==> config.mk <==
export PLATFORM = sky130hd
export DESIGN_NAME = sat_sweep_scheduler
export DESIGN_NICKNAME = d
export VERILOG_FILES = /design/src/rtl/sat_sweep_scheduler_pkg.sv /design/src/rtl/sat_sweep_scheduler_result_table.sv /design/src/rtl/sat_sweep_scheduler.sv
export SDC_FILE = /design/constraint.sdc
export NUM_CORES = 1
export LEC_CHECK = 0
export CORE_UTILIZATION = 55
export DETAILED_ROUTE_END_ITERATION = 16
export GPL_TIMING_DRIVEN = 1
export HOLD_SLACK_MARGIN = 0.03
export PLACE_DENSITY_LB_ADDON = 0.25
export SLEW_MARGIN = 20
export SYNTH_ARGS = -nofsm -noshare
export SYNTH_HDL_FRONTEND = slang
export SYNTH_SLANG_ARGS = --single-unit
export TNS_END_PERCENT = 10
==> constraint.sdc <==
create_clock -name clk -period 5.9 [get_ports clk]
set_clock_uncertainty 0.05 [all_clocks]
set_input_delay 1.475 -clock clk [delete_from_list [all_inputs] [get_ports clk]]
set_output_delay 1.475 -clock clk [all_outputs]
set_load 0.02 [all_outputs]
==> src/rtl/sat_sweep_scheduler_pkg.sv <==
// Shared types and constants for the CNF sweep scheduler and its result table.
// Holds the FSM encoding, the formula/assignment counts and the status colours.
package sat_sweep_scheduler_pkg;

  typedef enum logic [1:0] {
    IDLE = 2'd0,
    EVAL = 2'd1,
    DONE = 2'd2
  } state_t;

  localparam int NUM_FORMULAS = 4;
  localparam int NUM_ASSIGN   = 8;

  localparam logic [2:0] RGB_OFF   = 3'b000;
  localparam logic [2:0] RGB_BLUE  = 3'b001;
  localparam logic [2:0] RGB_GREEN = 3'b010;
  localparam logic [2:0] RGB_RED   = 3'b100;

  // Status colour: blue while sweeping, then green/red for a finished entry.
  function automatic logic [2:0] rgb_status(input logic busy, input logic valid, input logic sat);
    if (busy)
      return RGB_BLUE;
    else if (valid)
      return sat ? RGB_GREEN : RGB_RED;
    else
      return RGB_OFF;
  endfunction

endpackage

==> src/rtl/sat_sweep_scheduler_result_table.sv <==
// Per-formula result register file: solution count, first solution, found and valid flags.
// Entries are cleared individually or all at once; reads are combinational.
module sat_result_table
  import sat_sweep_scheduler_pkg::*;
(
  input  logic       clk,
  input  logic       reset,
  input  logic       clr_all,
  input  logic       clr_en,
  input  logic [1:0] clr_idx,
  input  logic       upd_en,
  input  logic [1:0] upd_idx,
  input  logic       upd_hit,
  input  logic [2:0] upd_assign,
  input  logic       set_valid,
  input  logic [1:0] rd_sel,
  output logic [3:0] rd_count,
  output logic [2:0] rd_first,
  output logic       rd_valid
);

  logic [3:0] count_reg [NUM_FORMULAS];
  logic [2:0] first_reg [NUM_FORMULAS];
  logic       found_reg [NUM_FORMULAS];
  logic       valid_reg [NUM_FORMULAS];

  genvar gi;
  generate
    for (gi = 0; gi < NUM_FORMULAS; gi++) begin : g_entry
      always_ff @(posedge clk or negedge reset) begin
        if (!reset) begin
          count_reg[gi] <= '0;
          first_reg[gi] <= '0;
          found_reg[gi] <= 1'b0;
          valid_reg[gi] <= 1'b0;
        end else if (clr_all || (clr_en && clr_idx == 2'(gi))) begin
          count_reg[gi] <= '0;
          first_reg[gi] <= '0;
          found_reg[gi] <= 1'b0;
          valid_reg[gi] <= 1'b0;
        end else if (upd_en && upd_idx == 2'(gi)) begin
          if (upd_hit) begin
            count_reg[gi] <= count_reg[gi] + 4'd1;
            // Assignments are swept in ascending order, so the first hit is the lowest.
            if (!found_reg[gi]) begin
              first_reg[gi] <= upd_assign;
              found_reg[gi] <= 1'b1;
            end
          end
          if (set_valid)
            valid_reg[gi] <= 1'b1;
        end
      end
    end
  endgenerate

  assign rd_count = count_reg[rd_sel];
  assign rd_first = first_reg[rd_sel];
  assign rd_valid = valid_reg[rd_sel];

endmodule

==> src/rtl/sat_sweep_scheduler.sv <==
// Sweeps all eight A/B/C assignments through the shared CNF evaluator for one or all
// formulas, recording per-formula results and driving the RGB/LED status.
module sat_sweep_scheduler
  import sat_sweep_scheduler_pkg::*;
#(
  parameter int STEP_CYCLES = 1,
  parameter int STEP_W      = 25
) (
  input  logic       clk,
  input  logic       reset,
  input  logic       start,
  input  logic       all_mode,
  input  logic       abort,
  input  logic [1:0] sel_in,
  input  logic       cnf_in,
  output logic [1:0] cnf_sel,
  output logic [2:0] asgn,
  output logic       busy,
  output logic       done,
  input  logic [1:0] rd_sel,
  output logic [3:0] rd_count,
  output logic [2:0] rd_first,
  output logic       rd_sat,
  output logic       rd_valid,
  output logic [2:0] RGB,
  output logic [2:0] LED
);

  localparam logic [STEP_W-1:0] HOLD_LAST   = STEP_W'(STEP_CYCLES - 1);
  localparam logic [2:0]        ASSIGN_LAST = 3'(NUM_ASSIGN - 1);
  localparam logic [1:0]        SEL_LAST    = 2'(NUM_FORMULAS - 1);

  state_t            state_reg;
  logic [STEP_W-1:0] hold_cnt_reg;
  logic              all_mode_reg;

  logic launch;
  logic sample;
  logic last_assign;

  // abort gates the table strobes so an aborted entry never picks up a sample.
  assign launch      = (state_reg == IDLE) && start && !abort;
  assign sample      = (state_reg == EVAL) && (hold_cnt_reg == HOLD_LAST) && !abort;
  assign last_assign = (asgn == ASSIGN_LAST);

  always_ff @(posedge clk or negedge reset) begin
    if (!reset) begin
      state_reg    <= IDLE;
      hold_cnt_reg <= '0;
      all_mode_reg <= 1'b0;
      cnf_sel      <= '0;
      asgn         <= '0;
      busy         <= 1'b0;
      done         <= 1'b0;
    end else if (abort) begin
      state_reg    <= IDLE;
      hold_cnt_reg <= '0;
      busy         <= 1'b0;
      done         <= 1'b0;
    end else begin
      case (state_reg)
        IDLE: begin
          done <= 1'b0;
          if (start) begin
            state_reg    <= EVAL;
            cnf_sel      <= all_mode ? 2'd0 : sel_in;
            all_mode_reg <= all_mode;
            asgn         <= '0;
            hold_cnt_reg <= '0;
            busy         <= 1'b1;
          end
        end
        EVAL: begin
          if (hold_cnt_reg == HOLD_LAST) begin
            hold_cnt_reg <= '0;
            if (!last_assign) begin
              asgn <= asgn + 3'd1;
            end else if (all_mode_reg && cnf_sel != SEL_LAST) begin
              cnf_sel <= cnf_sel + 2'd1;
              asgn    <= '0;
            end else begin
              state_reg <= DONE;
              busy      <= 1'b0;
              done      <= 1'b1;
            end
          end else begin
            hold_cnt_reg <= hold_cnt_reg + STEP_W'(1);
          end
        end
        DONE: begin
          done      <= 1'b0;
          state_reg <= IDLE;
        end
        default: begin
          state_reg <= IDLE;
          busy      <= 1'b0;
          done      <= 1'b0;
        end
      endcase
    end
  end

  sat_result_table u_table (
    .clk        (clk),
    .reset      (reset),
    .clr_all    (launch && all_mode),
    .clr_en     (launch),
    .clr_idx    (sel_in),
    .upd_en     (sample),
    .upd_idx    (cnf_sel),
    .upd_hit    (cnf_in),
    .upd_assign (asgn),
    .set_valid  (last_assign),
    .rd_sel     (rd_sel),
    .rd_count   (rd_count),
    .rd_first   (rd_first),
    .rd_valid   (rd_valid)
  );

  assign rd_sat = (rd_count != 4'd0);
  assign RGB    = rgb_status(busy, rd_valid, rd_sat);
  assign LED    = busy ? asgn : rd_first;

endmodule

# Word-level counts from Yosys, hierarchy flattened
# Index checks and enable logic that the tools add are counted.
op_classes:
  magnitude_cmp: 1
  eq_ne: 24
  reduce_logical: 57
  n_mux: 91
  n_bitwise: 2
  n_addsub: 7
op_table:
  columns: ["op", "n"]
  rows:
  - ["$mux W3", 26]
  - ["$mux W25", 3]
  - ["$mux W4", 14]
  - ["$pmux W25 S2", 1]
  - ["$mux W1", 30]
  - ["$reduce_bool A2 Y1", 13]
  - ["$add A25 B1 Y25 const B", 1]
  - ["$logic_not A25 Y1", 1]
  - ["$mux W2", 10]
  - ["$reduce_and A2 Y1", 9]
  - ["$reduce_and A3 Y1", 6]
  - ["$add A4 B1 Y4 const B", 4]
  - ["$ne A2 B2 Y1 const B", 8]
  - ["$logic_and A1 B1 Y1", 14]
  - ["$eq A2 B2 Y1 const B", 5]
  - ["$reduce_and A5 Y1", 2]
  - ["$ne A3 B3 Y1 const B", 3]
  - ["$bmux W4 S2", 1]
  - ["$pmux W2 S2", 2]
  - ["$bmux W3 S2", 1]
  - ["$eq A2 B1 Y1 const B", 3]
  - ["$logic_not A2 Y1", 3]
  - ["$ne A3 B2 Y1 const B", 2]
  - ["$pmux W3 S2", 1]
  - ["15 further kinds", 19]
word_totals:
  elab_cells: 205
  out_inout_bits: 22
  ff_bits: 71
  input_bits: 10

# Logic depth before layout (Yosys ltp)
# Gate-level depths: netlist (run 1).
depth:
  depth_word: 8
  ltp_mapped: 9
  depth_no_buf: 7

# Cells and area by module
# Synthesis (run 1) repeated with hierarchy kept, for this count alone.
hier_totals:
  hier_cells: 388
  area_unflattened_um2: 3837.4
modules_own_cells:
  columns: ["module", "cells_each", "n_inst", "area_each_um2", "seq_area_each_um2"]
  rows:
  - ["sat_sweep_scheduler", 208, 1, 1956.9, 875.8]
  - ["sat_result_table", 180, 1, 1880.6, 900.9]

# Worst setup path after synthesis (run 1)
# Ideal clock, no wire load.
synth_path:
  kind: "input to output"
  start: "input rd_sel[0]"
  end: "output RGB[2]"
  path_buffers: 1
  arrival_ns: 3.362
  path_stages: 4
  path_slack_ns: 1.013
  required_ns: 4.375
  path_cell_list: "buf_2 mux4_2 or4_1 nor2_1"
synth_via:
  elab_chain_len: 8
  word_cells_on_any_way: 11
  classes_between: "9 x mux; 1 x bitwise; 1 x reduce/logical"
synth_lines:
  columns: ["item", "line", "text"]
  rows:
  - ["start: declaration", "sat_sweep_scheduler.sv:20", "input logic [1:0] rd_sel,"]
  - ["$not A2 Y3 (not written as such)", "sat_sweep_scheduler_result_table.sv:57", "assign rd_count = count_reg[rd_sel];"]
  - ["$bmux W4 S2", "sat_sweep_scheduler_result_table.sv:57", null]
  - ["$mux W4 (not written as such) (2 in series)", "sat_sweep_scheduler_result_table.sv:57", null]
  - ["via rd_count[2]", "sat_sweep_scheduler.sv:21", "output logic [3:0] rd_count,"]
  - ["$reduce_bool A4 Y1", "sat_sweep_scheduler.sv:120", "assign rd_sat = (rd_count != 4'd0);"]
  - ["via rd_sat", "sat_sweep_scheduler.sv:23", "output logic rd_sat,"]
  - ["$mux W3", "sat_sweep_scheduler_pkg.sv:24", "return sat ? RGB_GREEN : RGB_RED;"]
  - ["$mux W3", "sat_sweep_scheduler_pkg.sv:23", "else if (valid)"]
  - ["$mux W3", "sat_sweep_scheduler_pkg.sv:21", "if (busy)"]
  - ["end: declaration", "sat_sweep_scheduler.sv:25", "output logic [2:0] RGB,"]
# The timed path passes the listed nets, and every way through them passes these cells. The select of a mux whose other input is x is not followed.

# Final worst setup path (run 1)
layout_path:
  start: "input rd_sel[0]"
  end: "output RGB[2]"
layout_via:
  elab_chain_len: 8
  word_cells_on_any_way: 11
  classes_between: "9 x mux; 1 x bitwise; 1 x reduce/logical"
layout_lines:
  columns: ["item", "line"]
  rows:
  - ["$not A2 Y3 (not written as such) (*)", "sat_sweep_scheduler_result_table.sv:57, sat_sweep_scheduler_result_table.sv:59"]
  - ["$bmux W4 S2", "sat_sweep_scheduler_result_table.sv:57"]
  - ["$mux W4 (not written as such) (2 in series)", "sat_sweep_scheduler_result_table.sv:57"]
  - ["$reduce_bool A4 Y1", "sat_sweep_scheduler.sv:120"]
  - ["$mux W3", "sat_sweep_scheduler_pkg.sv:24"]
  - ["$mux W3 (*)", "sat_sweep_scheduler_pkg.sv:23"]
  - ["$mux W3 (*)", "sat_sweep_scheduler_pkg.sv:21"]
# Every way passes the cells marked *; elsewhere a longest branch is shown, timed or not. The select of a mux whose other input is x is not followed.

==> flow_summary.toml, run 1 <==
[cts]
postCtsSetupBuffers = 0
cts.sinks = 71
cts_inserted_buffers = 9
clkTransAtPathRegs_ns = 0.07
clock_path_buffers = 2
postCtsHoldBufs = 0
clk_latency_ns = 0.34
htreeDepth = 3
cts_tree = "built"
clockRootBuffer = "clkbuf_8"
ctsResizeCount = 0

[pwr]
p_leak_uw = 0.00197
p_per_area_nw_per_um2 = 296
ir_drop_v = 0.000191

[final_layout]
fillCellCount = 558
area_growth_pct = 15.4
fin_nets = 450
drive_above_1_share_pct = 10.2
largest_register_ffs = 25
num_antenna_cells = 0
stdcell_count = 528
multi_input_area_sq_um = 2030
seqCellArea_sq_um = 1780

[synthesis]
yosysSeqAreaShare_pct = 45.0
synthesis.nets = 419
ys_top_cells_by_area = "dfrtp_1, nor2_1, xnor2_1, mux4_2, ha_1"
synth_ff_type = "dfrtp_1"
synth_edf_count = 0
synth_common_cells = "dfrtp_1, nor2_1, nand2_1"
synth_top_area_share_pct = 45.0
syn_inst = 397
synth.avg_cell_area_sq_um = 9.94
postSynth.asyncResetShare_pct = 100
yosysMostFrequentCell = "dfrtp_1"
synth_top_cell_by_area = "dfrtp_1"
syn_area_sq_um = 3950
ys_seq_elements = 71
synth_cell_type_count = 51
yosysWarnings = 0

[critical_path]
cpPeakStageDelay_ns = 0.63
crit_path_top_delay_cell = "clkdlybuf4s50_1"
arrival_ns = 3.95
cp-start-kind = "input port"
required_ns = 4.38
path_cells = "clkdlybuf4s50_1 -> mux4_2 -> or4_1 -> nor2_1 -> clkdlybuf4s50_1"
crit_fanout = 5
critPathCaptureType = "output pin"
cp_common_cell = "clkdlybuf4s50_1"
worstSetupPathType = "input port to output pin"

[die]
die_w_um = 86.7
dieArea_sq_um = 7520
core_area_sq_um = 6870
row_count = 30
die-height_um = 86.7
io_pins = 32
initial_core_util_pct = 57.4

[drt]
routed_wl_um = 8200
vias_per_cell = 5.81
drc = 0
drt_iter0_markers = 177
ant_nets = 0
num_vias = 3067
firstDrtPassIters = 4
wl_per_cell_um = 15.5

[timing]
worst_slew_pin_slew_ns = 0.825
min_period_over_period_pct = 92.8
rsz0062_at_grt = "false"
finalSetupTns_ns = 0
min_period_ns = 5.48
slew_headroom_pct = 44.5
slew_violations = 0
hold_violations = 0
fmax_mhz = 183
setup-violations-final = 0

[placement]
placed_cells = 513
place.gp.congestion = 0.820
hpwl_um = 5980
portBuffers = 31

[grt]
grt_usage_pct = 24.1
antenna_found_initial = 0
grt-ovfl-total = 0
grt_max_degree = 40
grt_pass1_wl_um = 13800
grt_pass1_vias = 2887

[min_path]
hold_class = "register to register"

[run_status]
status = "finished, final reports clean"

[run]
drv_cap = 0
[stage by stage]
stage | total power (uW) | setup WS (ns) | utilization (%) | area, sq um | hold slack [ns]
2_1_floorplan | 786 | 1.01 | - | 3950 | 0.396
3_3_place_gp | 900 | 0.435 | 62.9 | 4320 | 0.415
3_5_place_dp | 911 | 0.411 | 62.9 | 4320 | 0.423
4_1_cts | 1350 | 0.412 | 66.3 | 4550 | 0.438
5_1_grt | 1410 | 0.348 | 66.3 | 4550 | 0.458
6_report | 1350 | 0.424 | 66.3 | 4550 | 0.436
[final timing paths]
path	slack, ns	start	end	cells past startpoint
max	0.42	rd_sel[0]	RGB[2]	5
min	0.44	all_mode_reg	all_mode_reg	2
max reg2reg	2.99	hold_cnt_reg[18]	hold_cnt_reg[23]	5
min reg2reg	0.44	all_mode_reg	all_mode_reg	2
max in group asynchronous	3.70	reset	state_reg[1]	2
min in group asynchronous	1.13	reset	u_table.count_reg[14]	1
[power breakdown]
group	internal [uW]	switching, uW
Sequential	540	64.1
Clock	270	176
Combinational	139	156
Total	949	396
[worst max-delay path, delay by kind of cell]
family | cells | cell delay, ns
AND/OR/NAND/NOR | 2 | 0.69
buffers and inverters | 2 | 1.23
multiplexers | 1 | 0.55
[final cells by class]
cell class	count	area share, %
Inverter	20	1.65
Tap cell	96	2.64
Timing Repair Buffer	33	7.04
Clock inverter	3	1.43
Sequential cell	71	39.0
Multi-Input combinational cell	293	44.6
Clock buffer	12	3.63
[cell families after synthesis]
kind of cell	count (synthesis)	share of synthesized area [%]
compound gates	57	9.55
xor+xnor	23	5.11
fa+ha+maj	12	3.81
buf+inv	33	3.52
flops	71	45.0
mux	21	8.06
simple gates	180	24.9
[cells in the final DEF (no fill, tap or decap), types with 3 or more instances in the layout]
| master | n |
|---|---|
| dfrtp_1 | 71 |
| nor2_1 | 49 |
| nand2_1 | 35 |
| clkdlybuf4s50_1 | 30 |
| nand3_1 | 27 |
| o21ai_0 | 22 |
| xnor2_1 | 21 |
| inv_1 | 20 |
| nor4_1 | 13 |
| ha_1 | 12 |
| clkbuf_8 | 12 |
| nor3_1 | 11 |
| mux4_2 | 8 |
| nand2b_1 | 7 |
| mux2i_1 | 7 |
| mux2_2 | 6 |
| and3_1 | 5 |
| and4_1 | 5 |
| nand4_1 | 5 |
| a21oi_1 | 5 |
| o21a_1 | 5 |
| a22o_1 | 5 |
| a21o_1 | 4 |
| nor2b_1 | 3 |
| and2_1 | 3 |
| a31oi_1 | 3 |
[layer usage]
metal / part of all wire, % / track usage, %
met1: 47 / 32.6
met2: 47 / 38.2
met3: 3.7 / 3.71
met4: 2.0 / 11.8
met5: 0 / 0
Note: power is estimated with default switching activity, not from simulation.
==> run 2, diff against run 1 <==
--- a/config.mk
+++ b/config.mk
@@ -8,7 +8,6 @@
 export CORE_UTILIZATION = 55
 export DETAILED_ROUTE_END_ITERATION = 16
 export GPL_TIMING_DRIVEN = 1
-export HOLD_SLACK_MARGIN = 0.03
 export PLACE_DENSITY_LB_ADDON = 0.25
 export SLEW_MARGIN = 20
 export SYNTH_ARGS = -nofsm -noshare
==> results of run 2 <==
The final DEF is identical to that of run 1; final timing and power are the same.
